==> config.mk <==
export PLATFORM = sky130hd
export DESIGN_NAME = dmem_port_ctrl
export DESIGN_NICKNAME = d
export VERILOG_FILES = /design/src/rtl/dmem_port_ctrl.sv
export SDC_FILE = /design/constraint.sdc
export NUM_CORES = 1
export LEC_CHECK = 0
export BUFFER_PORTS_ARGS = -buffer_cell sky130_fd_sc_hd__buf_4
export CORE_MARGIN = 2
export CORE_UTILIZATION = 49
export CTS_BUF_LIST = sky130_fd_sc_hd__clkbuf_16
export DETAILED_ROUTE_END_ITERATION = 10
export MAX_ROUTING_LAYER = met4
export PLACE_DENSITY = 0.8
export SYNTH_ARGS = -nofsm -noshare
export SYNTH_HDL_FRONTEND = slang
export SYNTH_SLANG_ARGS = --single-unit
==> constraint.sdc <==
create_clock -name clk -period 2.5 [get_ports clk]
set_input_delay 0.25 -clock clk [delete_from_list [all_inputs] [get_ports clk]]
set_output_delay 0.25 -clock clk [all_outputs]
set_load 0.01 [all_outputs]
==> src/rtl/dmem_port_ctrl.sv <==
// Data-port sequencer/arbiter for the unified memory: shares the port between
// the CPU load/store unit and the program loader, and does sub-word RMW/extract.
module dmem_port_ctrl #(
  parameter int WORD_LEN    = 32,
  parameter bit LD_PRIORITY = 1'b1
) (
  input  logic                clk,
  input  logic                rst,
  input  logic                cpu_req,
  input  logic                cpu_we,
  input  logic [1:0]          cpu_size,
  input  logic [WORD_LEN-1:0] cpu_addr,
  input  logic [WORD_LEN-1:0] cpu_wdata,
  output logic                cpu_ready,
  output logic [WORD_LEN-1:0] cpu_rdata,
  input  logic                ld_req,
  input  logic [WORD_LEN-1:0] ld_addr,
  input  logic [WORD_LEN-1:0] ld_wdata,
  output logic                ld_ack,
  output logic [WORD_LEN-1:0] mem_addr,
  output logic                mem_wen,
  output logic [WORD_LEN-1:0] mem_wdata,
  input  logic [WORD_LEN-1:0] mem_rdata
);

  // state | meaning
  // IDLE  | arbitrate; word writes issue here, reads of target word start here
  // RD    | capture and align load data from memory
  // RMW   | write back read word with the store lane merged in
  // RESP  | one-cycle completion pulse to the latched owner
  typedef enum logic [1:0] {IDLE, RD, RMW, RESP} state_t;

  state_t              state_q, state_d;
  logic                owner_q, owner_d;  // 1 = loader
  logic                we_q, we_d;
  logic [1:0]          size_q, size_d;
  logic [WORD_LEN-1:0] addr_q, addr_d;
  logic [WORD_LEN-1:0] wdata_q, wdata_d;
  logic [WORD_LEN-1:0] rdata_q, rdata_d;

  logic                grant_ld, grant_cpu;
  logic [4:0]          lane_sh;
  logic [WORD_LEN-1:0] lane_mask;
  logic [WORD_LEN-1:0] rd_extract, rmw_merge;

  always_comb begin
    lane_sh   = 5'd0;
    lane_mask = '1;
    if (size_q == 2'b00) begin
      lane_sh   = {addr_q[1:0], 3'b000};
      lane_mask = WORD_LEN'(8'hFF);
    end else if (size_q == 2'b01) begin
      lane_sh   = {addr_q[1], 4'b0000};
      lane_mask = WORD_LEN'(16'hFFFF);
    end
    rd_extract = (mem_rdata >> lane_sh) & lane_mask;
    rmw_merge  = (mem_rdata & ~(lane_mask << lane_sh)) | ((wdata_q & lane_mask) << lane_sh);
  end

  always_comb begin
    state_d   = state_q;
    owner_d   = owner_q;
    we_d      = we_q;
    size_d    = size_q;
    addr_d    = addr_q;
    wdata_d   = wdata_q;
    rdata_d   = rdata_q;
    mem_addr  = addr_q;
    mem_wen   = 1'b0;
    mem_wdata = wdata_q;
    cpu_ready = 1'b0;
    ld_ack    = 1'b0;
    grant_ld  = ld_req && (!cpu_req || LD_PRIORITY);
    grant_cpu = cpu_req && !grant_ld;

    case (state_q)
      IDLE: begin
        if (grant_ld) begin
          owner_d   = 1'b1;
          we_d      = 1'b1;
          size_d    = 2'b10;
          addr_d    = ld_addr;
          wdata_d   = ld_wdata;
          mem_addr  = ld_addr;
          mem_wen   = 1'b1;
          mem_wdata = ld_wdata;
          state_d   = RESP;
        end else if (grant_cpu) begin
          owner_d   = 1'b0;
          we_d      = cpu_we;
          size_d    = cpu_size;
          addr_d    = cpu_addr;
          wdata_d   = cpu_wdata;
          mem_addr  = cpu_addr;
          mem_wdata = cpu_wdata;
          if (cpu_we && cpu_size[1]) begin
            mem_wen = 1'b1;
            state_d = RESP;
          end else if (cpu_we) begin
            state_d = RMW;
          end else begin
            state_d = RD;
          end
        end
      end
      RD: begin
        rdata_d = rd_extract;
        state_d = RESP;
      end
      RMW: begin
        mem_wen   = 1'b1;
        mem_wdata = rmw_merge;
        state_d   = RESP;
      end
      RESP: begin
        cpu_ready = !owner_q;
        ld_ack    = owner_q;
        state_d   = IDLE;
      end
      default: state_d = IDLE;
    endcase

    // an access caught by reset must never reach the array or complete
    if (rst) begin
      mem_wen   = 1'b0;
      cpu_ready = 1'b0;
      ld_ack    = 1'b0;
    end
  end

  always_ff @(posedge clk) begin
    if (rst) begin
      state_q <= IDLE;
      owner_q <= 1'b0;
      we_q    <= 1'b0;
      size_q  <= 2'b00;
      addr_q  <= '0;
      wdata_q <= '0;
      rdata_q <= '0;
    end else begin
      state_q <= state_d;
      owner_q <= owner_d;
      we_q    <= we_d;
      size_q  <= size_d;
      addr_q  <= addr_d;
      wdata_q <= wdata_d;
      rdata_q <= rdata_d;
    end
  end

  assign cpu_rdata = rdata_q;

endmodule

==> impl_metrics.py <==
metrics = {
    "logic_synthesis": {
        "synth_area_leader_cell": "dfxtp_1",
        "synth-seq-cells": 101,
        "synthArstFlopShare_pct": 0,
        "syn_inst": 829,
        "synth_area_leaders": "dfxtp_1 (32%), nand2_1 (7.8%), o21ai_0 (7.6%), a22oi_1 (6.8%), nor2b_1 (6.7%)",
        "ys_types": 39,
        "syn-num-nets": 1000,
        "syn_area_per_cell_um2": 7.54,
        "synth_edf_count": 0,
        "syn_area_um2": 6250,
        "ys_warn_count": 0,
        "synthTopCellsByCount": "nand2_1 (130), dfxtp_1 (101), o21ai_0 (95), nor2b_1 (67), a22oi_1 (57)",
        "yosysTopAreaCellShare_pct": 32.4,
        "seq_area_frac_synth_pct": 32.4,
        "synth_most_common_cell": "nand2_1",
        "synth_flop_cell": "dfxtp_1",
    },
    "route": {
        "drt-met1-wl_um": 8840,
        "highest_layer": "met4",
        "first_pass_iters": 5,
        "drc": 0,
        "dr_wl_met3_um": 2410,
        "drt-total-wl_um": 23100,
        "drt_iter0_drc": 636,
        "ant_nets": 0,
        "num_vias": 7222,
        "wl_per_cell_um": 18.7,
        "wl_met2_um": 10800,
        "viasPerCell": 5.85,
    },
    "worst_setup_path": {
        "timing.rr.start": "state_q[0]$_SDFFE_PP0P_",
        "cp_max_fo": 8,
        "worstReg2RegEnd": "addr_q[9]$_SDFF_PP0_",
        "crit_end": "mem_wdata[10]",
        "startpoint_type": "flip-flop",
        "cp.arrival_ns": 2.18,
        "worst-r2r-setup-slack_ns": 0.68,
        "end_kind": "primary output",
        "rr_worst_depth": 6,
        "critPathLaunch": "size_q[0]$_SDFFE_PP0P_",
        "crit_required_ns": 2.25,
        "path_class": "flip-flop to primary output",
    },
    "clocking": {
        "cts.clk_slew.worst_paths_ns": 0.07,
        "cts_tree": "built",
        "post_cts_buffers": 0,
        "clockBufferDepth": 2,
        "root_buffer": "clkbuf_16",
        "clk_latency_ns": 0.36,
        "ctsHtreeMaxLevel": 3,
        "clock-sinks": 101,
        "cts_buffers": 9,
    },
    "power": {
        "p_comb_share_pct": 56.3,
        "p_sw_mw": 3.56,
        "p_int_mw": 4.64,
        "pwr-share-clk_pct": 15.8,
        "seq_power_share_pct": 27.9,
        "sw_frac_of_total_pct": 43.4,
        "vdd_ir_drop_max_uv": 500,
        "power_density_nw_per_um2": 953,
        "p_leak_nw": 3.77,
    },
    "place": {
        "gp_congestion": 0.948,
        "dp.cells": 1219,
        "dpl.hpwl_um": 17300,
        "portBuffers": 265,
        "pre_cts_ws_ns": 0.419,
    },
    "global_routing": {
        "gr-usage-all-layers_pct": 33.7,
        "antenna_found_initial": 0,
        "grt_pass1_vias": 6564,
        "grt_pass1_wl_um": 34300,
        "grt_max_degree": 51,
        "overflow": 0,
    },
    "layout": {
        "drive_gt1_share_pct": 31.7,
        "fin_cells": 1235,
        "antenna_cells": 0,
        "utilization_pct": 68.8,
        "seqCellArea_um2": 2020,
        "layout.nets": 1229,
        "multi_input_area_um2": 3870,
        "synthToLayoutAreaGrowth_pct": 37.8,
        "fillers": 1114,
    },
    "run": {
        "maxCapViolCount": 0,
    },
    "sta": {
        "setup_slack_ns": 0.0738,
        "fmax_ghz": 0.412,
        "fin_hold_ws_ns": 0.165,
        "layout_min_cycle_time_ns": 2.43,
        "maxSlewHeadroom_pct": 54.4,
        "skew_ns": 0.00842,
        "setup_viol_count_final": 0,
        "final.setup.tns_ns": 0,
        "finalHoldViolCount": 0,
        "period_share_pct": 97.0,
        "rsz0062_at_grt": "false",
        "worst_pin_slew_ns": 0.680,
        "slew_viol_final": 0,
    },
    "die": {
        "ioPinCount": 266,
        "core_area_um2": 12500,
        "rows": 41,
        "die_y_um": 117,
        "die_w_um": 117,
        "dieArea_um2": 13700,
        "initial_core_util_pct": 49.9,
    },
    "hold_path": {
        "holdCritPathClass": "input port to flip-flop",
        "holdPathStages": 3,
    },
    "outcome": {
        "status": "complete, no violations",
    },
}
## worst max-delay path, stage by stage (launching register included)
cell and delay (ns):
dfxtp_1 0.32, nand2b_1 0.23, nor3_2 0.55, a22oi_1 0.17
a32oi_1 0.36, buf_4 0.19
## metal layers
| metal | GRT usage [%] | up-vias |
|---|---|---|
| met5 | - | - |
| li1 | - | 3420 |
| met3 | 7.21 | 65 |
| met2 | 53.0 | 411 |
| met1 | 40.7 | 3326 |
| met4 | 17.6 | 0 |
## repair_timing
| action | 4_1_cts | 5_1_grt |
|---|---|---|
| gates resized for setup | 0 | 2 |
| hold buffers | 0 | 0 |
| setup endpoints to repair | 0 | 11 |
## registers in the layout, indices dropped and copies added, names as in the netlist
signal     cells
addr_q        32
cpu_rdata     32
wdata_q       32
size_q         2
state_q        2
owner_q        1
## power groups by stage
stage | Combinational [mW] | Clock (mW) | Sequential [mW]
5_1_grt | 5.02 | 1.38 | 2.32
3_5_place_dp | 4.55 | 0 | 2.31
6_report | 4.62 | 1.30 | 2.29
3_3_place_gp | 4.52 | 0 | 2.30
2_1_floorplan | 2.59 | 0 | 2.25
4_1_cts | 4.58 | 1.31 | 2.28
## cell families after synthesis
family,Yosys count,share of synthesized area [%]
compound gates,296,30.3
fa+ha+maj,4,0.801
buf+inv,81,5.83
flops,101,32.4
mux,48,8.17
simple gates,299,22.5
## stage by stage
stage,area (um2),total power [mW]
finish,8610,8.20
global route,8610,8.72
CTS,8600,8.17
detailed placement,8340,6.87
global placement,8340,6.83
floorplan,6250,4.83
## layout by cell type (no fill, tap or decap), types with 2 or more instances in the layout
master	n
nor2_1	48
buf_4	291
nand3_1	17
o22ai_1	2
o21ai_0	94
a31oi_1	9
a32o_1	8
a21o_1	2
a32oi_1	16
dfxtp_1	101
a22oi_1	57
mux2i_1	24
nand2_1	130
a21oi_1	44
nor2b_1	66
clkbuf_16	9
inv_1	8
mux2_2	24
a211o_1	8
clkinv_1	2
o211ai_1	16
a211oi_1	8
ha_1	3
nand2b_1	22
clkinvlp_4	2
o2bb2ai_1	8
o21ai_1	11
nor3_1	8
o21bai_1	9
## how the worst min path moves through the flow
| stage | from | endpoint | slack, ns |
|---|---|---|---|
| after floorplan | mem_rdata[16] | cpu_rdata[16]$_SDFFE_PP0N_ | 0.39 |
| after global placement | cpu_rdata[8]$_SDFFE_PP0N_ | cpu_rdata[8]$_SDFFE_PP0N_ | 0.45 |
| after detailed placement | cpu_rdata[14]$_SDFFE_PP0N_ | cpu_rdata[14]$_SDFFE_PP0N_ | 0.46 |
| after CTS | mem_rdata[17] | cpu_rdata[17]$_SDFFE_PP0N_ | 0.16 |
| after global routing | mem_rdata[20] | cpu_rdata[20]$_SDFFE_PP0N_ | 0.18 |
| final | mem_rdata[17] | cpu_rdata[17]$_SDFFE_PP0N_ | 0.17 |
## final cells by class
| class | count | share of cell area [%] |
|---|---|---|
| clock buffers | 9 | 2.62 |
| clock inverters | 7 | 0.407 |
| inverters | 6 | 0.262 |
| multi-input cells | 647 | 45.0 |
| flip-flops and latches | 101 | 23.5 |
| well taps | 172 | 2.50 |
| repair buffers | 293 | 25.7 |
No activity file was read; power rests on OpenSTA's default activity.
